--- src/rtl/mips_cpu_mem_master.sv ---
// mips_cpu_mem_master: CPU load/store bus initiator with byte lanes, load extension and waitrequest timeout.
// Define MIPS_MEM_LWLR_EN to make LWL/LWR (op 8/9) legal with their merge logic.
module mips_cpu_mem_master #(
   parameter int WAIT_LIMIT = 0
) (
   input  logic        clk,
   input  logic        reset,
   input  logic        req,
   input  logic [3:0]  op,
   input  logic [31:0] addr,
   input  logic [31:0] wdata,
   output logic        busy,
   output logic        done,
   output logic        err,
   output logic [31:0] rdata,
   output logic [31:0] address,
   output logic        read,
   output logic        write,
   input  logic        waitrequest,
   output logic [31:0] writedata,
   output logic [3:0]  byteenable,
   input  logic [31:0] readdata
);
   typedef enum logic [1:0] {IDLE, ISSUE_RD, ISSUE_WR, CAPTURE} state_t;
   state_t state_q, state_d;
   logic [3:0] op_q, op_d, be_q, be_d, be_sel;
   logic [1:0] k, k_q, k_d;
   logic [31:0] cnt_q, cnt_d, rdata_q, rdata_d, address_q, address_d, writedata_q, writedata_d;
   logic [31:0] wd_sel, ld_val, sh;
   logic read_q, read_d, write_q, write_d, done_q, done_d, err_q, err_d;
   logic is_store, lwlr, bad, start, issuing, timeout;
   assign k = addr[1:0];
   assign is_store = op == 4'd5 || op == 4'd6 || op == 4'd7;
`ifdef MIPS_MEM_LWLR_EN
   assign lwlr = op == 4'd8 || op == 4'd9;
`else
   assign lwlr = 1'b0;
`endif
   assign bad = (op > 4'd7 && !lwlr) || ((op == 4'd2 || op == 4'd3 || op == 4'd6) && k[0])
              || ((op == 4'd4 || op == 4'd7) && k != 2'd0);
   assign start = state_q == IDLE && req && !bad;
   assign issuing = state_q == ISSUE_RD || state_q == ISSUE_WR;
   assign timeout = WAIT_LIMIT != 0 && waitrequest && cnt_q == 32'(WAIT_LIMIT - 1);
   always_comb begin
      be_sel = (op == 4'd0 || op == 4'd1 || op == 4'd5) ? 4'b0001 << k :
               (op == 4'd2 || op == 4'd3 || op == 4'd6) ? (k[1] ? 4'b1100 : 4'b0011) :
               op == 4'd8 ? 4'b1111 >> (2'd3 - k) :
               op == 4'd9 ? 4'b1111 << k : 4'b1111;
      wd_sel = op == 4'd5 ? {4{wdata[7:0]}} : op == 4'd6 ? {2{wdata[15:0]}} : wdata;
   end
   // Lane-aligned view of the returned word; halves only ever sit at offset 0 or 2.
   assign sh = readdata >> {k_q, 3'b000};
`ifdef MIPS_MEM_LWLR_EN
   logic [31:0] wdata_q;
   always_ff @(posedge clk) begin
      if (reset) wdata_q <= '0;
      else if (start) wdata_q <= wdata;
   end
   always_comb
      ld_val = op_q == 4'd0 ? {{24{sh[7]}}, sh[7:0]} :
               op_q == 4'd1 ? {24'd0, sh[7:0]} :
               op_q == 4'd2 ? {{16{sh[15]}}, sh[15:0]} :
               op_q == 4'd3 ? {16'd0, sh[15:0]} :
               op_q == 4'd8 ? (readdata << {2'd3 - k_q, 3'b000}) | (wdata_q & ~(32'hFFFF_FFFF << {2'd3 - k_q, 3'b000})) :
               op_q == 4'd9 ? sh | (wdata_q & ~(32'hFFFF_FFFF >> {k_q, 3'b000})) : readdata;
`else
   always_comb
      ld_val = op_q == 4'd0 ? {{24{sh[7]}}, sh[7:0]} :
               op_q == 4'd1 ? {24'd0, sh[7:0]} :
               op_q == 4'd2 ? {{16{sh[15]}}, sh[15:0]} :
               op_q == 4'd3 ? {16'd0, sh[15:0]} : readdata;
`endif
   always_ff @(posedge clk) begin
      if (reset) begin
         state_q <= IDLE;
         op_q <= '0;
         k_q <= '0;
         cnt_q <= '0;
         rdata_q <= '0;
         address_q <= '0;
         writedata_q <= '0;
         be_q <= '0;
         read_q <= 1'b0;
         write_q <= 1'b0;
         done_q <= 1'b0;
         err_q <= 1'b0;
      end else begin
         state_q <= state_d;
         op_q <= op_d;
         k_q <= k_d;
         cnt_q <= cnt_d;
         rdata_q <= rdata_d;
         address_q <= address_d;
         writedata_q <= writedata_d;
         be_q <= be_d;
         read_q <= read_d;
         write_q <= write_d;
         done_q <= done_d;
         err_q <= err_d;
      end
   end
   always_comb begin
      state_d = state_q;
      cnt_d = cnt_q;
      case (state_q)
         IDLE: if (start) begin
            state_d = is_store ? ISSUE_WR : ISSUE_RD;
            cnt_d = '0;
         end
         ISSUE_RD, ISSUE_WR: begin
            state_d = timeout ? IDLE : waitrequest ? state_q : state_q == ISSUE_RD ? CAPTURE : IDLE;
            cnt_d = waitrequest ? cnt_q + 32'd1 : cnt_q;
         end
         default: state_d = IDLE;
      endcase
   end
   always_comb begin
      read_d = state_d == ISSUE_RD;
      write_d = state_d == ISSUE_WR;
      done_d = (state_q == ISSUE_WR && !waitrequest) || state_q == CAPTURE;
      err_d = (state_q == IDLE && req && bad) || (issuing && timeout);
      op_d = start ? op : op_q;
      k_d = start ? k : k_q;
      address_d = start ? {addr[31:2], 2'b00} : address_q;
      be_d = start ? be_sel : be_q;
      writedata_d = start ? wd_sel : writedata_q;
      rdata_d = state_q == CAPTURE ? ld_val : rdata_q;
   end
   assign busy = state_q != IDLE;
   assign done = done_q;
   assign err = err_q;
   assign rdata = rdata_q;
   assign address = address_q;
   assign read = read_q;
   assign write = write_q;
   assign writedata = writedata_q;
   assign byteenable = be_q;
endmodule

--- config.mk ---
export PLATFORM = sky130hd
export DESIGN_NAME = mips_cpu_mem_master
export DESIGN_NICKNAME = d
export VERILOG_FILES = /design/src/rtl/mips_cpu_mem_master.sv
export SDC_FILE = /design/constraint.sdc
export NUM_CORES = 1
export LEC_CHECK = 0
export BUFFER_PORTS_ARGS = -buffer_cell sky130_fd_sc_hd__buf_2
export CAP_MARGIN = 20
export CORE_MARGIN = 1
export CORE_UTILIZATION = 48
export CTS_BUF_LIST = sky130_fd_sc_hd__clkbuf_16
export DETAILED_ROUTE_END_ITERATION = 12
export PLACE_DENSITY_LB_ADDON = 0.05
export RECOVER_POWER = 50
export SYNTH_ARGS = -nofsm -noshare
export SYNTH_HDL_FRONTEND = slang
export SYNTH_SLANG_ARGS = --single-unit
--- constraint.sdc ---
create_clock -name clk -period 2.28 [get_ports clk]
set_input_delay 0.456 -clock clk [delete_from_list [all_inputs] [get_ports clk]]
set_output_delay 0.456 -clock clk [all_outputs]
set_load 0.02 [all_outputs]
# == Yosys cells after proc, flatten, opt, wreduce, memory -nomap -nowiden ==
# Cells that the tools add are included.
# classes
addsub,1
mul,0
div_mod_pow,0
n_lt_le_gt_ge,1
eq_ne,17
shift,4
muxes,16
bitwise_logic,0
n_reduce_logical,24
# op_table
op,count
$mux 32,6
$shr 32x5->16,1
$mux 4,5
$eq 4x2->1 const B,4
$eq 4x3->1 const B,4
$logic_or 1x1->1,10
$eq 4x1->1 const B,2
$eq 4x4->1 const B,2
$logic_not 4->1,2
$mux 2,4
$eq 2x2->1 const B,3
$logic_and 1x1->1,6
$eq 2x1->1 const B,2
$gt 4x3->1 const B,1
$pmux 2 s2,1
$reduce_bool 2->1,2
$shl 1x2->4 const A,1
$shl 4x2->4 const A,1
$shr 4x2->4 const A,1
$logic_not 1->1,2
$logic_not 2->1,1
$reduce_or 2->1,1
$sub 2x2->2 const A,1
# word_totals
reg_bits,110
latch_bits,0
mem_bits_rw,0
romBits,0
output_inout_bits,105
memories,0

# == Depth between registers and ports, before layout ==
# depth
ltp_word,11
ltp_mapped,8
depth_no_buf,6

# == Least setup slack after synthesis ==
# OpenSTA, ideal clock, no wires.
# synth_timing
path_kind,input -> register
start,input op[2]
end,"register read_q, in the netlist read"
setup_ns,0.060
t_arrival_ns,1.738
path_slack_ns,0.482
cell_stages,6
cell_sequence,clkbuf_1 nand2_1 o2111ai_1 mux2_2 a22oi_1 and3_1
# synth_via
elab_chain_cells,11
elab_cells_between_ends,22
# synth_rtl
item,line_no,source
start: declaration,9,"input logic [3:0] op,"
$eq 4x2->1,39,assign bad = (op > 4'd7 && !lwlr) || ((op == 4'd2 || op == 4'd3 || op == 4'd6) && k[0])
$logic_or 1x1->1 (2 in a row),39,
$logic_and 1x1->1,39,
$logic_or 1x1->1,39,
$logic_or 1x1->1,40,|| ((op == 4'd4 || op == 4'd7) && k != 2'd0);
$logic_not 1->1,41,assign start = state_q == IDLE && req && !bad;
$logic_and 1x1->1,41,
$mux 2 (*),106,IDLE: if (start) begin
$pmux 2 s2 (*),105,case (state_q)
$eq 2x1->1 (*),118,read_d = state_d == ISSUE_RD;
end signal: assignment,96,read_q <= read_d;
end: declaration,30,"logic read_q, read_d, write_q, write_d, done_q, done_d, err_q, err_d;"
# Mark *: on every way between the ends. The rest lies on a longest branch, timed or not.
# A chain may end at the register's enable or synchronous reset.

# == Worst setup path after layout ==
# layout_timing
start,register k_q[0]
end,"register rdata_q[4], in the netlist rdata[4]"
# layout_via
elab_chain_cells,5
# layout_rtl
item,line_no,source
start: declaration,27,"logic [1:0] k, k_q, k_d;"
start signal: assignment,90,k_q <= k_d;
$shr 32x5->16 (*),52,"assign sh = readdata >> {k_q, 3'b000};"
$mux 32,71,"op_q == 4'd3 ? {16'd0, sh[15:0]} : readdata;"
$mux 32,70,"op_q == 4'd2 ? {{16{sh[15]}}, sh[15:0]} :"
$mux 32,69,"op_q == 4'd1 ? {24'd0, sh[7:0]} :"
$mux 32 (*),68,"ld_val = op_q == 4'd0 ? {{24{sh[7]}}, sh[7:0]} :"
end signal: assignment,92,rdata_q <= rdata_d;
end: declaration,28,"logic [31:0] cnt_q, cnt_d, rdata_q, rdata_d, address_q, address_d, writedata_q, writedata_d;"
# Marks and branches as above.

==> flow_summary.yaml <==
floorplanning:
  core-area_um2: 9910
  die_h_um: 104
  dieArea_um2: 10800
  start_util: 0.504
  io_pins: 209
  die_x_um: 104
  rows: 36
global_route:
  grt-busiest-layer: "met2"
  grtUsageMet2: 0.420
  antenna_found_initial: 0
  grt_pass1_vias: 4655
  grt_overflow: 0
  grt_max_degree: 56
  grt_first_pass_wirelength_mm: 21.7
  grt_use_met1: 0.289
  track_usage: 0.243
  met3_usage: 0.0695
sta:
  final_max_slew_viol_count: 0
  fmax_mhz: 540
  finalCritPeriodShare: 0.813
  worstMarginPinSlew_ps: 835
  slew_headroom: 0.443
  tns_ps: 0
  setup_violations: 0
  fin_crit_ps: 1850
  finClkSkew_ps: 4.07
  rsz0062_at_grt: "no"
  final_hold_viol_count: 0
clock_network:
  clock_latency_ps: 340
  holdBufCountCts: 0
  clk_pin_slew_ps: 70
  cts_resized: 0
  cts_tree: "built"
  cts_buffer_depth: 2
  post_cts_buffers: 0
  cts_sinks: 110
  cts_made_buffers: 9
  htreeDepth: 3
  cts-root-buf: "clkbuf_16"
logic_synthesis:
  dominantRegCellSynth: "dfxtp_1"
  synth-seq-cells: 110
  yosysWarnings: 0
  syn_avg_cell_area_um2: 7.92
  synth_edf_count: 0
  synth_area_um2: 4990
  ys_types: 44
  yosysSeqAreaShare: 0.441
  synth-async-reset-ratio: 0
  synth_top_area_share: 0.441
  netlist_instances: 630
  synth_top_area_cell: "dfxtp_1"
  synth.area.top_cells: "dfxtp_1, nand2_1, a21oi_1"
layout:
  n_fill_cell: 1006
  nNetsFinal: 916
  drive_above_1_share: 0.186
  syn2layout_area_growth_pct: 25.3
  n_antenna_cell: 0
  most-common-layout-cells: "nand2_1, dfxtp_1, buf_2"
  layout_commonest_cell: "nand2_1"
route:
  vias: 4929
  drc: 0
  vias_per_cell: 5.22
  first_pass_iters: 5
  wl_per_cell_um: 14.0
  first_iter_violations: 288
  wl_mm: 13.2
  postRouteAntennaNets: 0
critical_path:
  max_stage_delay_ps: 470
  crit_arrival_ps: 2110
  endpoint_kind: "flop"
  required_ps: 2540
  worstRegToRegCells: 5
  crit_type: "flop to flop"
  critPathBufInv: 1
  worstPathCellList: "buf_4, nor2b_1, a22o_1, a22oi_1, a211oi_1"
  reg2reg_slack_ps: 430
  cp-start-kind: "flop"
  crit_fanout: 31
  path_depth: 5
  critPathTopFamily: "compound AO/OA/AOI/OAI gates"
  crit_path_top_delay_cell: "dfxtp_1"
placed_design:
  finalWeightedCongestion: 0.829
  hpwl_mm: 9.58
  place.port_buffers: 206
pwr:
  p_leak_nw: 2.31
  ir_drop_v: 0.000499
  p_total_mw: 4.40
  p_per_area_nw_per_um2: 703
min_path:
  holdPathStages: 3
  hold_path_class: "primary input to flop"
flow_run:
  maxCapViolations: 0
outcome:
  run_status: "finished clean"
through the flow:
step | instances | hold slack, ps | worst slack (ps) | area [um^2] | util
2_1_floorplan | 631 | 444 | 482 | 5000 | -
3_3_place_gp | 929 | 438 | 234 | 6100 | 0.615
3_5_place_dp | 929 | 445 | 138 | 6100 | 0.615
4_1_cts | 945 | 334 | 411 | 6390 | 0.644
5_1_grt | 945 | 337 | 254 | 6260 | 0.631
6_report | 945 | 342 | 427 | 6260 | 0.631
cells in the mapped netlist, drive strengths merged, types with 8 or more instances:
master and number:
a22oi 9, a21oi 64, clkbuf 33, nand2b 12, a311oi 18, buf 22, nor2 60, mux2i 13
nor2b 8, inv 15, o21ai 34, dfxtp 110, o2bb2ai 8, nand2 151, a211oi 30
final timing paths:
check | from | endpoint
worst max-delay path | k_q[0]$_SDFFE_PP0N_ | rdata[4]$_SDFFE_PP0P_
worst min-delay path | addr[22] | address[22]$_SDFFE_PP0N_
worst max register to register | k_q[0]$_SDFFE_PP0N_ | rdata[4]$_SDFFE_PP0P_
worst min register to register | address[15]$_SDFFE_PP0N_ | address[15]$_SDFFE_PP0N_
sequential cells by signal (all words and copies together), names as in the netlist:
name and flops:
address 30, byteenable 4, done 1, err 1
k_q 2, op_q 4, rdata 32, read 1
state_q 2, write 1, writedata 32
worst min-delay path, cell delays in order:
cell	delay (ps)
buf_2	90
nand2_1	40
a21oi_1	50
final cells by class:
type,count,area [um^2],share of cell area
Inverter,15,56.3,0.00900
Multi-Input combinational cell,451,2510,0.401
Clock inverter,7,65.1,0.0104
Timing Repair Buffer,220,1030,0.165
Tap cell,133,166,0.0266
Clock buffer,9,225,0.0360
Sequential cell,110,2200,0.352
power by group:
group,internal (mW),switching [mW]
Sequential,2.02,0.0565
Combinational,0.279,0.488
Clock,0.845,0.706
Total,3.14,1.25
routing by layer:
layer  vias up  part of all wire
met5         -                 0
li1       2510                 -
met3        11             0.073
met2       176              0.49
met4         0             0.012
met1      2232              0.43
kinds of logic (layout without fill, tap and decap cells):
group | count (synthesis) | in the layout | synth area share
xor+xnor | 1 | 1 | 0.00175
mux | 16 | 16 | 0.0351
other cells | 1 | 2 | 0.000751
simple gates | 249 | 249 | 0.210
flops | 110 | 110 | 0.441
compound gates | 178 | 178 | 0.237
fa+ha+maj | 5 | 5 | 0.0125
buf+inv | 70 | 251 | 0.0619
Note: power is estimated with default switching activity, not from simulation.
